$ cat config.mk
export PLATFORM = sky130hd
export DESIGN_NAME = idct_pattern_gen
export DESIGN_NICKNAME = d
export VERILOG_FILES = /design/src/rtl/idct_pkg.sv /design/src/rtl/idct_pgen_lfsr.sv /design/src/rtl/idct_pattern_gen.sv
export SDC_FILE = /design/constraint.sdc
export NUM_CORES = 1
export LEC_CHECK = 0
export ABC_AREA = 1
export CORE_MARGIN = 2
export CORE_UTILIZATION = 60
export CTS_CLUSTER_DIAMETER = 200
export DETAILED_ROUTE_END_ITERATION = 8
export DONT_BUFFER_PORTS = 1
export GPL_TIMING_DRIVEN = 1
export PLACE_DENSITY = 0.75
export SYNTH_ARGS = -nofsm -noshare
export SYNTH_HDL_FRONTEND = slang
export SYNTH_SLANG_ARGS = --single-unit
$ cat constraint.sdc
create_clock -name clk -period 6.3 [get_ports clk]
set_input_delay 1.26 -clock clk [delete_from_list [all_inputs] [get_ports clk]]
set_output_delay 1.26 -clock clk [all_outputs]
set_load 0.005 [all_outputs]
$ cat src/rtl/idct_pkg.sv
// ---------------------------------------------------------------------------
// idct_pkg
//
// Shared definitions for the IDCT test-pattern generator:
//   - pgen_mode_e  : pattern selector encoding as seen on the 'mode' port
//   - pgen_state_e : control FSM states of idct_pattern_gen
//   - LFSR_TAPS_*  : Fibonacci feedback masks for maximal-length LFSRs of
//                    the supported sample widths (8, 12, 16, 24, 32 bits)
//   - lfsrTaps()   : picks the feedback mask for a given sample width
//
// A set bit n in a tap mask means state bit n feeds the XOR that produces
// the next bit shifted into position 0.
// ---------------------------------------------------------------------------
package idct_pkg;

    typedef enum logic [1:0] {
        MODE_RAMP    = 2'b00,
        MODE_CONST   = 2'b01,
        MODE_LFSR    = 2'b10,
        MODE_IMPULSE = 2'b11
    } pgen_mode_e;

    typedef enum logic [1:0] {
        ST_IDLE = 2'b00,
        ST_RUN  = 2'b01,
        ST_DONE = 2'b10
    } pgen_state_e;

    // Primitive polynomials, expressed as tap masks on state bits
    //   8 : x^8  + x^6  + x^5  + x^4 + 1
    //  12 : x^12 + x^6  + x^4  + x^1 + 1
    //  16 : x^16 + x^15 + x^13 + x^4 + 1
    //  24 : x^24 + x^23 + x^22 + x^17 + 1
    //  32 : x^32 + x^22 + x^2  + x^1 + 1
    localparam logic [31:0] LFSR_TAPS_8  = 32'h0000_00B8;
    localparam logic [31:0] LFSR_TAPS_12 = 32'h0000_0829;
    localparam logic [31:0] LFSR_TAPS_16 = 32'h0000_D008;
    localparam logic [31:0] LFSR_TAPS_24 = 32'h00E1_0000;
    localparam logic [31:0] LFSR_TAPS_32 = 32'h8020_0003;

    // Widths outside the supported set get no taps; such an LFSR would just
    // shift in zeros, so only the listed widths give a usable sequence.
    function automatic logic [31:0] lfsrTaps(input int width);
        case (width)
            8:       return LFSR_TAPS_8;
            12:      return LFSR_TAPS_12;
            16:      return LFSR_TAPS_16;
            24:      return LFSR_TAPS_24;
            32:      return LFSR_TAPS_32;
            default: return 32'h0000_0000;
        endcase
    endfunction

endpackage

$ cat src/rtl/idct_pgen_lfsr.sv
// ---------------------------------------------------------------------------
// idct_pgen_lfsr
//
// Fibonacci maximal-length LFSR used by the pattern generator's LFSR mode.
// Only instantiated when IDCT_PGEN_LFSR_EN is defined.
//
// Ports:
//   clk       : clock, rising edge
//   rst_n     : synchronous active-low reset, state returns to 1
//   i_load    : load i_seed (a zero seed is replaced by 1)
//   i_advance : step the register once (ignored while i_load is high)
//   i_seed    : seed value
//   o_state   : current LFSR state
// ---------------------------------------------------------------------------
module idct_pgen_lfsr
    import idct_pkg::*;
#(
    parameter int DATA_W = 16
) (
    input  logic              clk,
    input  logic              rst_n,
    input  logic              i_load,
    input  logic              i_advance,
    input  logic [DATA_W-1:0] i_seed,
    output logic [DATA_W-1:0] o_state
);

    localparam logic [31:0]       TAPS_ALL = lfsrTaps(DATA_W);
    localparam logic [DATA_W-1:0] TAPS     = TAPS_ALL[DATA_W-1:0];

    logic [DATA_W-1:0] r_state;
    logic [DATA_W-1:0] w_seedSafe;
    logic              w_feedback;

    // The all-zero state is the lock-up state of an XOR LFSR, so a zero
    // seed is promoted to 1.
    assign w_seedSafe = (i_seed == '0) ? DATA_W'(1) : i_seed;
    assign w_feedback = ^(r_state & TAPS);

    always_ff @(posedge clk) begin
        if (!rst_n) begin
            r_state <= DATA_W'(1);
        end else if (i_load) begin
            r_state <= w_seedSafe;
        end else if (i_advance) begin
            r_state <= {r_state[DATA_W-2:0], w_feedback};
        end
    end

    assign o_state = r_state;

endmodule

$ cat src/rtl/idct_pattern_gen.sv
// ---------------------------------------------------------------------------
// idct_pattern_gen
//
// Block-structured test-pattern source for an IDCT datapath. A run of
// num_blks blocks of BLK_LEN samples is emitted over a valid/ready stream,
// with out_last marking the final sample of every block.
//
// Configuration macro: IDCT_PGEN_LFSR_EN
//   defined   : mode 10 produces a maximal-length LFSR sequence
//   undefined : no LFSR hardware, mode 10 behaves as ramp
//
// Ports:
//   clk        : clock, rising edge
//   rst_n      : synchronous active-low reset
//   start      : one-cycle run request, honoured in IDLE only
//   abort      : drop the current run, back to IDLE, no done pulse
//   mode       : 00 ramp, 01 constant, 10 LFSR, 11 impulse
//   seed       : ramp base / constant / LFSR seed / impulse amplitude
//   num_blks   : blocks per run (0 means 1)
//   out_data   : sample
//   out_valid  : sample valid
//   out_ready  : consumer accept
//   out_last   : final sample of a block
//   busy       : high outside IDLE
//   done       : one-cycle pulse after the final transfer of a run
// ---------------------------------------------------------------------------
module idct_pattern_gen
    import idct_pkg::*;
#(
    parameter int DATA_W  = 16,
    parameter int BLK_LEN = 64,
    parameter int BLKS_W  = 8
) (
    input  logic              clk,
    input  logic              rst_n,
    input  logic              start,
    input  logic              abort,
    input  logic [1:0]        mode,
    input  logic [DATA_W-1:0] seed,
    input  logic [BLKS_W-1:0] num_blks,
    output logic [DATA_W-1:0] out_data,
    output logic              out_valid,
    input  logic              out_ready,
    output logic              out_last,
    output logic              busy,
    output logic              done
);

    localparam int             IDX_W    = (BLK_LEN > 1) ? $clog2(BLK_LEN) : 1;
    localparam logic [IDX_W-1:0] LAST_IDX = IDX_W'(BLK_LEN - 1);

    pgen_state_e       r_state;
    pgen_mode_e        r_mode;
    logic [DATA_W-1:0] r_seed;
    logic [BLKS_W-1:0] r_lastBlk;
    logic [IDX_W-1:0]  r_idx;
    logic [BLKS_W-1:0] r_blkCnt;
    logic [DATA_W-1:0] r_data;
    logic              r_valid;
    logic              r_last;
    logic              r_done;

    pgen_mode_e        w_startMode;
    logic              w_start;
    logic              w_xfer;
    logic [IDX_W-1:0]  w_idxNext;
    logic              w_idxWrap;
    logic              w_lastBlk;

    // Sample value for the non-LFSR patterns at a given index within a block.
    function automatic logic [DATA_W-1:0] patternSample(
        input pgen_mode_e        m,
        input logic [DATA_W-1:0] s,
        input logic [IDX_W-1:0]  i
    );
        case (m)
            MODE_CONST:   return s;
            MODE_IMPULSE: return (i == '0) ? s : '0;
            default:      return s + DATA_W'(i);
        endcase
    endfunction

    // Mode as it will be latched at start. Without LFSR hardware, mode 10 is
    // folded onto ramp here so nothing downstream ever sees MODE_LFSR.
    always_comb begin
        w_startMode = pgen_mode_e'(mode);
`ifndef IDCT_PGEN_LFSR_EN
        if (mode == MODE_LFSR) begin
            w_startMode = MODE_RAMP;
        end
`endif
    end

    assign w_start   = (r_state == ST_IDLE) && start && !abort;
    assign w_xfer    = r_valid && out_ready;
    assign w_idxWrap = (r_idx == LAST_IDX);
    assign w_idxNext = w_idxWrap ? '0 : r_idx + 1'b1;
    assign w_lastBlk = (r_blkCnt == r_lastBlk);

    // Control FSM with registered stream outputs. Reset beats abort, abort
    // beats start and transfer. r_lastBlk holds num_blks-1 so the final block
    // is detected with a plain equality, and a requested 0 maps to 1 block.
    always_ff @(posedge clk) begin
        if (!rst_n) begin
            r_state   <= ST_IDLE;
            r_mode    <= MODE_RAMP;
            r_seed    <= '0;
            r_lastBlk <= '0;
            r_idx     <= '0;
            r_blkCnt  <= '0;
            r_data    <= '0;
            r_valid   <= 1'b0;
            r_last    <= 1'b0;
            r_done    <= 1'b0;
        end else if (abort) begin
            r_state   <= ST_IDLE;
            r_valid   <= 1'b0;
            r_last    <= 1'b0;
            r_done    <= 1'b0;
        end else begin
            case (r_state)
                ST_IDLE: begin
                    r_done <= 1'b0;
                    if (start) begin
                        r_mode    <= w_startMode;
                        r_seed    <= seed;
                        r_lastBlk <= (num_blks == '0) ? '0 : num_blks - 1'b1;
                        r_idx     <= '0;
                        r_blkCnt  <= '0;
                        r_data    <= patternSample(w_startMode, seed, '0);
                        r_valid   <= 1'b1;
                        r_last    <= (LAST_IDX == '0);
                        r_state   <= ST_RUN;
                    end
                end
                ST_RUN: begin
                    if (w_xfer) begin
                        if (w_idxWrap && w_lastBlk) begin
                            r_valid <= 1'b0;
                            r_last  <= 1'b0;
                            r_done  <= 1'b1;
                            r_state <= ST_DONE;
                        end else begin
                            r_idx  <= w_idxNext;
                            r_data <= patternSample(r_mode, r_seed, w_idxNext);
                            r_last <= (w_idxNext == LAST_IDX);
                            if (w_idxWrap) begin
                                r_blkCnt <= r_blkCnt + 1'b1;
                            end
                        end
                    end
                end
                ST_DONE: begin
                    r_done  <= 1'b0;
                    r_state <= ST_IDLE;
                end
                default: begin
                    r_valid <= 1'b0;
                    r_last  <= 1'b0;
                    r_done  <= 1'b0;
                    r_state <= ST_IDLE;
                end
            endcase
        end
    end

`ifdef IDCT_PGEN_LFSR_EN
    logic [DATA_W-1:0] w_lfsrState;
    logic              w_lfsrLoad;
    logic              w_lfsrAdvance;

    // The LFSR is loaded at start and stepped on every accepted sample;
    // it is never reloaded at block boundaries.
    assign w_lfsrLoad    = w_start && (w_startMode == MODE_LFSR);
    assign w_lfsrAdvance = (r_state == ST_RUN) && w_xfer && !abort &&
                           (r_mode == MODE_LFSR);

    idct_pgen_lfsr #(
        .DATA_W    (DATA_W)
    ) u_lfsr (
        .clk       (clk),
        .rst_n     (rst_n),
        .i_load    (w_lfsrLoad),
        .i_advance (w_lfsrAdvance),
        .i_seed    (seed),
        .o_state   (w_lfsrState)
    );

    // In LFSR mode the register itself is the sample; it only changes on a
    // transfer, so it holds under backpressure like r_data does.
    assign out_data = ((r_mode == MODE_LFSR) && (r_state == ST_RUN)) ?
                      w_lfsrState : r_data;
`else
    assign out_data = r_data;
`endif

    assign out_valid = r_valid;
    assign out_last  = r_last;
    assign busy      = (r_state != ST_IDLE);
    assign done      = r_done;

endmodule

==> results of run 1 <==
-- through the flow --
step | cells | area [sq um] | util | setup WS (ps)
floorplan | 543 | 3580 | - | 3870
global placement | 602 | 3610 | 0.617 | 3400
detailed placement | 602 | 3610 | 0.617 | 3300
CTS | 617 | 3770 | 0.645 | 3530
global route | 617 | 3770 | 0.645 | 3240
finish | 617 | 3770 | 0.645 | 3480
-- worst max-delay path: stages, from the launching register on --
cell and delay, ps:
dfxtp_1 440, ha_1 230, nand3_1 140, nor2_2 180, nor2_1 100, ha_1 230, fa_1 450, inv_1 80
nor2_1 50, o21ai_1 120, nand2_1 120, a21oi_1 150, o21ai_0 150, nand3_1 110, nand2_1 60, a21oi_1 120
-- registers in the layout, summed over array words and instances, names as in the netlist --
signal / flops
done: 1
out_data: 16
out_last: 1
out_valid: 1
r_blkCnt: 8
r_idx: 6
r_lastBlk: 8
r_mode: 2
r_seed: 16
r_state: 2
-- cell usage in the layout, fill, tap and decap left out, drive strengths merged, types with 4 or more instances in the layout --
master  count
nor3       12
ha          9
nand3      45
o21ai      46
xor2       10
nor2       51
xnor2       4
dfxtp      61
a21oi      67
clkbuf     13
nor4        5
nand4       8
inv        66
nand2     128
-- power groups by stage --
stage	Combinational (mW)	Sequential [mW]	Clock (mW)
6_report	0.0956	0.426	0.294
3_5_place_dp	0.0946	0.434	0
5_1_grt	0.110	0.428	0.317
4_1_cts	0.0951	0.426	0.295
3_3_place_gp	0.0916	0.434	0
2_1_floorplan	0.0787	0.428	0
-- per-layer routing --
layer,vias to the layer above,track usage,wire length [microns]
met1,1595,0.376,4080
met2,120,0.481,4210
met5,-,0,0
met3,25,0.0667,567
li1,1767,-,-
met4,0,0.117,209
-- cells in the mapped netlist, types with 5 or more instances --
master / instances
o21ai_1: 5
nor3_1: 9
clkbuf_1: 13
nor4_1: 5
a21oi_1: 66
ha_1: 9
nand2_2: 7
xor2_1: 10
inv_1: 63
nand3_1: 45
nor2_1: 49
nand4_1: 8
nand2_1: 119
o21ai_0: 41
dfxtp_1: 61
-- area by class of cell --
| cell class | instances | area, sq um |
|---|---|---|
| Multi-Input combinational cell | 398 | 2030 |
| Sequential cell | 61 | 1220 |
| Tap cell | 75 | 93.8 |
| Fill cell | 556 | 2080 |
| Inverter | 67 | 256 |
| Clock buffer | 13 | 149 |
| Timing Repair Buffer | 1 | 7.51 |
| Clock inverter | 2 | 10.0 |
-- cells by family (layout without fill, tap and decap cells) --
family,Yosys count,in the layout,share of synthesized area
xor gates and xnor gates,14,14,0.0343
and+or+nand+nor,252,252,0.319
AOI/OAI and AO/OA,122,122,0.178
buffers and inverters,84,83,0.0906
adders and majority gates,10,10,0.0371
DFF,61,61,0.341
-- worst paths after layout --
path                              startpoint      endpoint  slack (ps)  cells after the start
worst max-delay path                r_idx[0]   out_data[4]        3480                     15
worst min-delay path            r_lastBlk[3]  r_lastBlk[3]         480                      2
worst max register to register      r_idx[0]   out_data[4]        3480                     15
worst min register to register  r_lastBlk[3]  r_lastBlk[3]         480                      2
==> impl_metrics.env, run 1 <==
export IMPL_critPathKind="flip-flop to flip-flop"
export IMPL_antenna_found_initial=0
export IMPL_die_w_microns=81.2
export IMPL_setup_viol=0
export IMPL_drt_iter0_drc=390
export IMPL_sw_frac_of_total=0.280
export IMPL_critPathRequiredTime_ps=6570
export IMPL_post_synth_top_area_cell="dfxtp_1"
export IMPL_cts_root_buf="clkbuf_8"
export IMPL_grt_setup_unrepaired="no"
export IMPL_gr_total_overflow=0
export IMPL_place_gp_congestion=0.932
export IMPL_cts_setup_buffers=0
export IMPL_viasPerCell=5.68
export IMPL_syn_area_sq_um=3580
export IMPL_power_share_combinational=0.117
export IMPL_holdBufCountCts=0
export IMPL_drt_total_wl_microns=9080
export IMPL_skew_ps=10.1
export IMPL_synth_edf_count=0
export IMPL_fin_crit_sh=0.447
export IMPL_power_share_clock=0.361
export IMPL_syn_to_final_growth_pct=5.38
export IMPL_clockBufferDepth=2
export IMPL_power_leakage_nw=1.67
export IMPL_grt_pass1_vias=3226
export IMPL_num_vias=3507
export IMPL_drive_gt1_frac=0.0646
export IMPL_die_h_microns=81.2
export IMPL_drc=0
export IMPL_cap_violations=0
export IMPL_status="completed"
export IMPL_place_hpwl_microns=6810
export IMPL_yosys_warnings=0
export IMPL_cts_buffers=9
export IMPL_routedWlPerCell_microns=14.7
export IMPL_crit_path_end_kind="flip-flop"
export IMPL_synth_top_area_frac=0.341
export IMPL_whs_ps=478
export IMPL_synthArstFlopShare=0
export IMPL_max_freq_ghz=0.355
export IMPL_clock_sinks=61
export IMPL_peakVddDrop_uv=163
export IMPL_synth_ff_type="dfxtp_1"
export IMPL_track_usage=0.294
export IMPL_coreArea_sq_um=5850
export IMPL_internal_power_uw=588
export IMPL_synth_seq_cells=61
export IMPL_relSlewSlack=0.389
export IMPL_pin_count=51
export IMPL_avgSynthCellArea_sq_um=6.59
export IMPL_dieArea_sq_um=6600
export IMPL_synth_nets=584
export IMPL_post_cts_resized=0
export IMPL_yosysUniqueCellTypes=35
export IMPL_ys_seq_area_frac=0.341
export IMPL_ys_top_cells_by_area="dfxtp_1 (34%), nand2_1 (12%), a21oi_1 (9.2%)"
export IMPL_rows=28
export IMPL_final_nets=579
export IMPL_final_antenna_net_count=0
export IMPL_p_switching_uw=228
export IMPL_diodes=0
export IMPL_start_util=0.612
export IMPL_power_uw=816
export IMPL_htree_levels=3
export IMPL_final_max_slew_viol_count=0
export IMPL_hold_viol_final=0
export IMPL_grt_max_degree=33
export IMPL_worst_ep_arrival_time_ps=3090
export IMPL_path_clk_slew_ps=70
export IMPL_cp_max_fo=7
export IMPL_tightest_slew_ps=916
export IMPL_hold_class="flip-flop to flip-flop"
export IMPL_place_port_buffers=0
export IMPL_period_needed_ps=2820
export IMPL_power_per_cell_area_nw_per_um2=216
export IMPL_final_setup_tns_ps=0
export IMPL_grt_pass1_wl_microns=14800
export IMPL_first_pass_iters=5
export IMPL_start_kind="flip-flop"
export IMPL_seq_power_share=0.522
export IMPL_postSynthCellCount=543
export IMPL_clk_latency_ps=350
export IMPL_cts_tree="yes"
(Power assumes the default switching activity.)
==> run 2: changes to the inputs <==
- CORE_UTILIZATION: 60 -> 57
- PLACE_DENSITY: 0.75 -> 0.74
- clock period: 6.3 -> 2.4 ns (I/O delays scaled with it)
==> run 2 against run 1 <==
Flip-flop and latch count stayed put. Cell count is 3.2% higher. First-iteration DRC count is 22% lower. Global-route usage is 0.94 points lower. Worst setup slack worse by 3400 ps. Power grew to 3.1 times the previous value. Register-to-register slack worse by 3400 ps. Utilization is 5.1 points higher. Cell area is 11% higher. Sequential power grew to 2.6 times the previous value. Combinational power grew to 2.9 times the previous value. Critical path type unchanged. Largest cell class unchanged. Largest power group is now the clock network. Highest routed layer unchanged.
==> impl_metrics.env, run 2 (synthesized netlist as in run 1, its figures left out) <==
export IMPL_grt_max_degree=33
export IMPL_power_mw=2.53
export IMPL_coreArea_sq_um=5990
export IMPL_power_share_clock=0.447
export IMPL_critPathKind="flip-flop to flip-flop"
export IMPL_final_common_cell="nand2_1"
export IMPL_start_util=0.597
export IMPL_power_share_combinational=0.111
export IMPL_start_kind="flip-flop"
export IMPL_power_leakage_nw=1.79
export IMPL_seq_power_share=0.442
export IMPL_cts_tree="yes"
export IMPL_drc=0
export IMPL_place_gp_congestion=0.916
export IMPL_clk_latency_ps=350
export IMPL_final_max_slew_viol_count=0
export IMPL_die_w_microns=83.2
export IMPL_final_util=0.696
export IMPL_power_per_cell_area_nw_per_um2=607
export IMPL_critPathLaunch="r_idx[0]"
export IMPL_skew_ps=7.06
export IMPL_clock_sinks=61
export IMPL_routedWlPerCell_microns=15.8
export IMPL_drive_gt1_frac=0.165
export IMPL_fin_crit_sh=0.986
export IMPL_hold_class="input port to flip-flop"
export IMPL_r2r_cells=18
export IMPL_cts_buffers=9
export IMPL_place_hpwl_microns=6940
export IMPL_most_common_layout_cells="nand2_1 (111), a21oi_1 (65), inv_1 (58)"
export IMPL_die_h_microns=83.2
export IMPL_worst_ep_arrival_time_ps=2600
export IMPL_htree_levels=3
export IMPL_worstReg2RegStart="r_idx[0]"
export IMPL_endpoint="out_data[12]"
export IMPL_num_fill_cells=522
export IMPL_peakVddDrop_uv=411
export IMPL_clockBufferDepth=2
export IMPL_dieArea_sq_um=6930
export IMPL_place_port_buffers=0
export IMPL_seq_area_sq_um=1230
export IMPL_period_needed_ps=2370
export IMPL_diodes=0
export IMPL_cts_root_buf="clkbuf_8"
export IMPL_viasPerCell=5.76
export IMPL_drt_iter0_drc=305
export IMPL_grt_setup_unrepaired="yes"
export IMPL_path_clk_slew_ps=70
export IMPL_reg2reg_to="out_data[12]"
export IMPL_num_vias=3667
export IMPL_relSlewSlack=0.676
export IMPL_status="completed"
export IMPL_pin_count=51
export IMPL_final_nets=598
export IMPL_syn_to_final_growth_pct=16.5
export IMPL_setup_viol=0
export IMPL_critPathRequiredTime_ps=2640
export IMPL_gr_total_overflow=0
export IMPL_max_freq_ghz=0.423
export IMPL_final_antenna_net_count=0
export IMPL_track_usage=0.285
export IMPL_grt_pass1_vias=3454
export IMPL_hold_viol_final=0
export IMPL_antenna_found_initial=0
export IMPL_cap_violations=0
export IMPL_first_pass_iters=6
export IMPL_grt_pass1_wl_microns=16000
export IMPL_crit_path_end_kind="flip-flop"
export IMPL_multiInputGateArea_sq_um=2200
export IMPL_sw_frac_of_total=0.267
export IMPL_hold_path_cell_count=2
export IMPL_tightest_slew_ps=486
export IMPL_r2r_setup_slack_ps=30
export IMPL_drt_total_wl_microns=10000
export IMPL_cp_max_fo=4
export IMPL_p_switching_uw=676
export IMPL_rows=28
export IMPL_internal_power_mw=1.86
run 2: cell count changes in the layout (fill, tap and decap cells not counted), moves of 5 or more:
cell and change:
nand3_1 -5, inv_2 +5, buf_4 +18, nand2_1 -8
nand2_2 +8, inv_1 -5
run 2: routing by layer:
metal / track usage / up-vias / routed length [microns]
li1: - / 1815 / -
met1: 0.351 / 1696 / 4120
met2: 0.485 / 141 / 5010
met3: 0.0676 / 15 / 806
met4: 0.0999 / 0 / 109
met5: 0 / - / 0
run 2: repair_timing:
| action | CTS | global route |
|---|---|---|
| setup endpoints to repair | 6 | 14 |
| gates resized for setup | 4 | 41 |
| hold buffers | 0 | 0 |
| pin swaps | 2 | 19 |
| endpoints found under the hold margin | 0 | 0 |
| setup buffers | 2 | 3 |
run 2: through the flow:
stage,cell area [sq um],std cells,TNS (ps),setup slack (ps),hold slack (ps)
3_5_place_dp,3720,616,-43.3,-42.6,472
5_1_grt,4170,637,-503,-116,257
4_1_cts,3990,634,0,3.78,251
6_report,4170,637,0,33.5,263
2_1_floorplan,3580,543,0,59.4,457
3_3_place_gp,3720,616,-32.9,-32.9,468
run 2: cell type report:
type | instances | area share
clock buffer | 10 | 0.0306
clock inverter | 6 | 0.0267
inverter | 67 | 0.0615
multi-input combinational | 398 | 0.528
sequential | 61 | 0.294
tap | 75 | 0.0225
timing repair buffer | 20 | 0.0369
run 2: worst max-delay path, cell delays in order, from the launching register on:
cell and delay [ps]:
dfxtp_2 370, ha_4 160, nand3_4 100, nor2_4 130
nor2_4 70, ha_4 160, fa_2 410, inv_2 60
nor2_2 40, o21ai_2 140, nand2_2 100, nand2_2 90
nand2_2 40, nand2_1 50, nand2_1 50, nand2_1 50
nand2_1 80, nand2_2 70, a21oi_2 50
run 2: worst min path at each step:
| stage | startpoint | to | slack [ps] |
|---|---|---|---|
| finish | rst_n | out_data[9] | 260 |
| global route | rst_n | out_data[13] | 260 |
| CTS | rst_n | r_seed[11] | 250 |
| detailed placement | r_lastBlk[6] | r_lastBlk[6] | 470 |
| global placement | r_lastBlk[0] | r_lastBlk[0] | 470 |
| floorplan | r_lastBlk[3] | r_lastBlk[3] | 460 |
run 2: power by group through the flow:
stage | clock network [mW] | logic, mW | registers (mW)
detailed placement | 0 | 0.262 | 1.14
global route | 1.18 | 0.318 | 1.12
finish | 1.13 | 0.281 | 1.12
floorplan | 0 | 0.207 | 1.12
global placement | 0 | 0.254 | 1.14
CTS | 1.14 | 0.266 | 1.12
